### config.mk
export PLATFORM = sky130hd
export DESIGN_NAME = freq_meter
export DESIGN_NICKNAME = d
export VERILOG_FILES = /design/src/rtl/freq_meter_pkg.sv /design/src/rtl/freq_meter_gate_timer.sv /design/src/rtl/freq_meter.sv
export SDC_FILE = /design/constraint.sdc
export NUM_CORES = 1
export LEC_CHECK = 0
export BUFFER_PORTS_ARGS = -buffer_cell sky130_fd_sc_hd__buf_2
export CAP_MARGIN = 15
export CORE_MARGIN = 1.5
export CORE_UTILIZATION = 54
export CTS_CLUSTER_DIAMETER = 150
export CTS_CLUSTER_SIZE = 28
export DETAILED_ROUTE_END_ITERATION = 6
export PLACE_DENSITY_LB_ADDON = 0.1
export SYNTH_ARGS = -nofsm -noshare
export SYNTH_HDL_FRONTEND = slang
export SYNTH_SLANG_ARGS = --single-unit
### constraint.sdc
create_clock -name clk -period 2.6 [get_ports clk]
set_input_delay 0.26 -clock clk [delete_from_list [all_inputs] [get_ports clk]]
set_output_delay 0.26 -clock clk [all_outputs]
set_load 0.02 [all_outputs]
### src/rtl/freq_meter_pkg.sv
// Shared types and default constants for the frequency meter and its gate timer.

package freq_meter_pkg;

    localparam int CLK_HZ_DEFAULT = 50000000;
    localparam int CNT_W_DEFAULT  = 27;

    typedef enum logic [1:0] {
        IDLE    = 2'd0,
        MEASURE = 2'd1,
        UPDATE  = 2'd2
    } state_t;

endpackage

### src/rtl/freq_meter_gate_timer.sv
// Free-running window timer: counts while run is high and pulses done on the
// terminal count (CLK_HZ-1), wrapping to zero so it also works as a tick source.

module gate_timer
    import freq_meter_pkg::*;
#(
    parameter int CLK_HZ = CLK_HZ_DEFAULT
) (
    input  logic clk,
    input  logic clr,
    input  logic run,
    output logic done
);

    localparam int            TW   = $clog2(CLK_HZ);
    localparam logic [TW-1:0] TERM = TW'(CLK_HZ - 1);

    logic [TW-1:0] cnt_q;
    logic [TW-1:0] cnt_d;

    always_comb begin
        done  = run && (cnt_q == TERM);
        cnt_d = cnt_q + TW'(1);
        if (!run || done) begin
            cnt_d = '0;
        end
    end

    always_ff @(posedge clk or posedge clr) begin
        if (clr) begin
            cnt_q <= '0;
        end else begin
            cnt_q <= cnt_d;
        end
    end

endmodule

### src/rtl/freq_meter.sv
// Gated frequency counter: counts synchronized rising edges of sig_in over a
// CLK_HZ-cycle window and publishes the saturating count with an overflow flag.

module freq_meter
    import freq_meter_pkg::*;
#(
    parameter int CLK_HZ = CLK_HZ_DEFAULT,
    parameter int CNT_W  = CNT_W_DEFAULT
) (
    input  logic             clk,
    input  logic             clr,
    input  logic             en,
    input  logic             sig_in,
    output logic [CNT_W-1:0] freq,
    output logic             freq_valid,
    output logic             ovf,
    output logic             gate
);

    localparam logic [CNT_W-1:0] CNT_MAX = '1;

    state_t           state_q, state_d;
    logic             sync1_q, sync1_d;
    logic             sync2_q, sync2_d;
    logic             prev_q, prev_d;
    logic [CNT_W-1:0] cnt_q, cnt_d;
    logic             sat_q, sat_d;
    logic [CNT_W-1:0] freq_q, freq_d;
    logic             ovf_q, ovf_d;

    logic             sig_edge;
    logic [CNT_W-1:0] cnt_next;
    logic             sat_next;
    logic             timer_run;
    logic             timer_done;

    // The timer only runs while the window is open and still enabled, so an
    // abort or a terminal cycle both leave it back at zero.
    assign timer_run = (state_q == MEASURE) && en;

    gate_timer #(
        .CLK_HZ(CLK_HZ)
    ) u_gate_timer (
        .clk (clk),
        .clr (clr),
        .run (timer_run),
        .done(timer_done)
    );

    always_comb begin
        sync1_d  = sig_in;
        sync2_d  = sync1_q;
        prev_d   = sync2_q;
        sig_edge = sync2_q & ~prev_q;

        cnt_next = cnt_q;
        sat_next = sat_q;
        if (sig_edge) begin
            if (cnt_q == CNT_MAX) begin
                sat_next = 1'b1;
            end else begin
                cnt_next = cnt_q + CNT_W'(1);
            end
        end
    end

    // The terminal MEASURE edge is folded into the published result; an edge
    // seen during UPDATE seeds the next window's count.
    always_comb begin
        state_d = state_q;
        cnt_d   = cnt_q;
        sat_d   = sat_q;
        freq_d  = freq_q;
        ovf_d   = ovf_q;

        case (state_q)
            IDLE: begin
                cnt_d = '0;
                sat_d = 1'b0;
                if (en) begin
                    state_d = MEASURE;
                end
            end
            MEASURE: begin
                if (!en) begin
                    state_d = IDLE;
                    cnt_d   = '0;
                    sat_d   = 1'b0;
                end else if (timer_done) begin
                    state_d = UPDATE;
                    freq_d  = cnt_next;
                    ovf_d   = sat_next;
                    cnt_d   = '0;
                    sat_d   = 1'b0;
                end else begin
                    cnt_d = cnt_next;
                    sat_d = sat_next;
                end
            end
            UPDATE: begin
                sat_d = 1'b0;
                if (en) begin
                    state_d = MEASURE;
                    cnt_d   = sig_edge ? CNT_W'(1) : '0;
                end else begin
                    state_d = IDLE;
                    cnt_d   = '0;
                end
            end
            default: begin
                state_d = IDLE;
                cnt_d   = '0;
                sat_d   = 1'b0;
            end
        endcase
    end

    always_ff @(posedge clk or posedge clr) begin
        if (clr) begin
            state_q <= IDLE;
            sync1_q <= 1'b0;
            sync2_q <= 1'b0;
            prev_q  <= 1'b0;
            cnt_q   <= '0;
            sat_q   <= 1'b0;
            freq_q  <= '0;
            ovf_q   <= 1'b0;
        end else begin
            state_q <= state_d;
            sync1_q <= sync1_d;
            sync2_q <= sync2_d;
            prev_q  <= prev_d;
            cnt_q   <= cnt_d;
            sat_q   <= sat_d;
            freq_q  <= freq_d;
            ovf_q   <= ovf_d;
        end
    end

    assign freq       = freq_q;
    assign ovf        = ovf_q;
    assign freq_valid = (state_q == UPDATE);
    assign gate       = (state_q == MEASURE);

endmodule

==> flow_summary.json <==
{
  "outcome": "finished, violations left",
  "violations": "hold timing",
  "synth_area_um2": 4230,
  "grt_pass1_vias": 2923,
  "fin_hold_ws_ns": -0.00132,
  "grt_max_degree": 52,
  "hp-class": "in2async",
  "wl_per_cell_um": 14.1,
  "avgSynthCellArea_um2": 10.4,
  "synth_edf_count": 0,
  "p_sw_frac": 0.259,
  "hold_violations": 1,
  "critPathLaunchType": "flop",
  "chipHeight_um": 91.5,
  "track_usage": 0.206,
  "cell_internal_pwr_mw": 1.78,
  "cts_hold_buf": 0,
  "grt_pass1_wl_um": 13700,
  "ys_top_cells_by_count": "87 x dfrtp_1, 84 x nor2_1, 23 x nand2_1, 23 x xor2_1, 22 x nand3_1",
  "synth.distinct_cells": 49,
  "ys_seq_area_frac": 0.515,
  "diodes": 0,
  "required_ns": 2.84,
  "skew_ns": 0.00935,
  "slew_headroom": 0.525,
  "end_kind": "flop",
  "vias_per_cell": 5.35,
  "cp_max_fo": 51,
  "clk_pin_slew_ns": 0.09,
  "cts_root_buf": "clkbuf_8",
  "clkLatencyLatePin_ns": 0.35,
  "final_nets": 452,
  "max_cap_violations": 0,
  "period_needed_ns": 2.17,
  "crit_arrival_ns": 2.41,
  "tns_ns": 0,
  "p_sw_mw": 0.620,
  "worst_pin_slew_ns": 0.712,
  "rows": 32,
  "pwr-share-comb": 0.085,
  "firstDrtPassIters": 4,
  "dp_hpwl_um": 5410,
  "dp_cells": 533,
  "netlist_top_cells_area": "dfrtp_1 51%, nor2_1 7.5%, xor2_1 4.8%",
  "slew_violations": 0,
  "drtIter0Drc": 145,
  "busiest_layer": "met2",
  "power_frac_seq": 0.579,
  "p_leak_nw": 2.03,
  "synth_top_area_share": 0.515,
  "start_util": 0.553,
  "cts.repair.resized": 0,
  "cts.htree.levels": 3,
  "power_mw": 2.39,
  "syn_to_final_growth_pct": 9.80,
  "yosys_warnings": 0,
  "dp_slack_ns": 0.440,
  "synthCells": 406,
  "irDropWorstVdd_v": 0.000285,
  "cts_buffers": 9,
  "port_buffers": 33,
  "cts_tree": "built",
  "use_met3": 0.0360,
  "clock_sinks": 87,
  "async_flop_share": 1.00,
  "layout_setup_ws_ns": 0.431,
  "fin_area_um2": 4640,
  "drtAntennaViolNets": 0,
  "place_area_um2": 4480,
  "routed_wl_um": 7770,
  "clock_power_share": 0.336,
  "fin_cells": 549,
  "gr-total-overflow": 0,
  "top_level_ports": 34,
  "yosysMostFrequentCell": "dfrtp_1",
  "rsz0062_at_grt": "no",
  "gr-usage-met2": 0.345,
  "die-area_um2": 8370,
  "drive_gt1_frac": 0.201,
  "num_vias": 2938,
  "met1_usage": 0.264,
  "setup_violations": 0,
  "cts_buffer_depth": 2,
  "gp_congestion": 0.801,
  "path_class": "reg2reg",
  "ys_ff_latch": 87,
  "synth_area_leader_cell": "dfrtp_1",
  "ys.flop_type": "dfrtp_1",
  "drcViolationCount": 0,
  "powerDensity_nw_per_um2": 516,
  "post-cts-setup-buffers": 0,
  "core_area_um2": 7650,
  "fin_crit_sh": 0.834,
  "die_w_um": 91.5,
  "synth.net_count": 416,
  "max_freq_mhz": 461,
  "antenna_found_initial": 0
}
==> worst paths after layout <==
| check | from | endpoint | slack [ns] | cells after the start |
|---|---|---|---|---|
| max | u_gate_timer.cnt_q[0]$_DFF_PP0_ | freq[24]$_DFFE_PP0P_ | 0.43 | 6 |
| min | clr | sync1_q$_DFF_PP0_ | -0.001 | 2 |
| max reg2reg | u_gate_timer.cnt_q[0]$_DFF_PP0_ | freq[24]$_DFFE_PP0P_ | 0.43 | 6 |
| min reg2reg | sync1_q$_DFF_PP0_ | prev_d$_DFF_PP0_ | 0.36 | 0 |
| max in group asynchronous | clr | freq[17]$_DFFE_PP0P_ | 1.92 | 3 |
| min in group clk | sig_in | sync1_q$_DFF_PP0_ | 0.01 | 1 |
==> registers in the layout, indices dropped and copies added, names as in the netlist <==
register	flops
cnt_q	27
freq	27
ovf	1
prev_d	1
prev_q	1
sat_q	1
state_q	2
sync1_q	1
u_gate_timer.cnt_q	26
==> worst max-delay path, stage by stage, from the launching register on <==
cell and delay [ns]:
dfrtp_1 0.41, ha_1 0.22, nand3_1 0.20, nor4_2 0.37
and3_2 0.26, buf_12 0.25, mux2_4 0.33
==> per-layer routing <==
| metal | part of all wire | up-vias |
|---|---|---|
| li1 | - | 1455 |
| met1 | 0.45 | 1425 |
| met2 | 0.50 | 45 |
| met3 | 0.024 | 13 |
| met4 | 0.019 | 0 |
| met5 | 0 | - |
==> placed cells by master, fill, tap and decap left out, types with 2 or more instances in the layout <==
cell type,instances
dfrtp_1,87
nor2_1,84
buf_2,33
nand2_1,23
xor2_1,23
nand3_1,22
xnor2_1,20
a21oi_2,19
inv_1,11
nor3_1,10
nand4_1,9
clkbuf_8,9
and3_1,8
a21oi_1,7
mux2i_1,6
ha_1,6
nor4_1,5
buf_4,5
o21ai_0,4
clkbuf_1,4
nand4_2,3
and2_1,3
and4_1,3
nor4b_1,3
or3_1,3
nand4_4,2
nor4_2,2
nand3b_1,2
nand4b_1,2
nor3b_1,2
o31ai_1,2
clkinv_2,2
nor2_2,2
clkinvlp_4,2
buf_12,2
==> kinds of logic (layout without fill, tap and decap cells) <==
family / after synthesis / in the layout / synth area share
AND/OR/NAND/NOR: 199 / 199 / 0.257
flip-flops: 87 / 87 / 0.515
XOR/XNOR: 43 / 43 / 0.0891
AO/OA/AOI/OAI: 37 / 37 / 0.0654
buffers and inverters: 27 / 68 / 0.0385
multiplexers: 7 / 7 / 0.0178
adder cells (fa/ha/maj): 6 / 6 / 0.0178
==> power groups by stage <==
| stage | clock network (mW) | logic, mW | registers, mW |
|---|---|---|---|
| 2_1_floorplan | 0 | 0.149 | 1.41 |
| 3_3_place_gp | 0 | 0.205 | 1.41 |
| 3_5_place_dp | 0 | 0.208 | 1.41 |
| 4_1_cts | 0.834 | 0.209 | 1.39 |
| 5_1_grt | 0.886 | 0.230 | 1.39 |
| 6_report | 0.806 | 0.204 | 1.39 |
==> per-stage QoR <==
step,utilization,hold slack (ns)
detailed placement,0.586,0.339
global placement,0.586,0.334
CTS,0.607,0.00174
finish,0.607,-0.00132
global route,0.607,0.00488
floorplan,-,0.291
==> final cells by class <==
class	count	area, µm²
clock buffer	13	139
tap	102	128
fill	659	3010
inverter	12	46.3
clock inverter	3	20.0
timing repair buffer	40	243
multi-input combinational	292	1890
sequential	87	2180
Note: power is estimated with default switching activity, not from simulation.
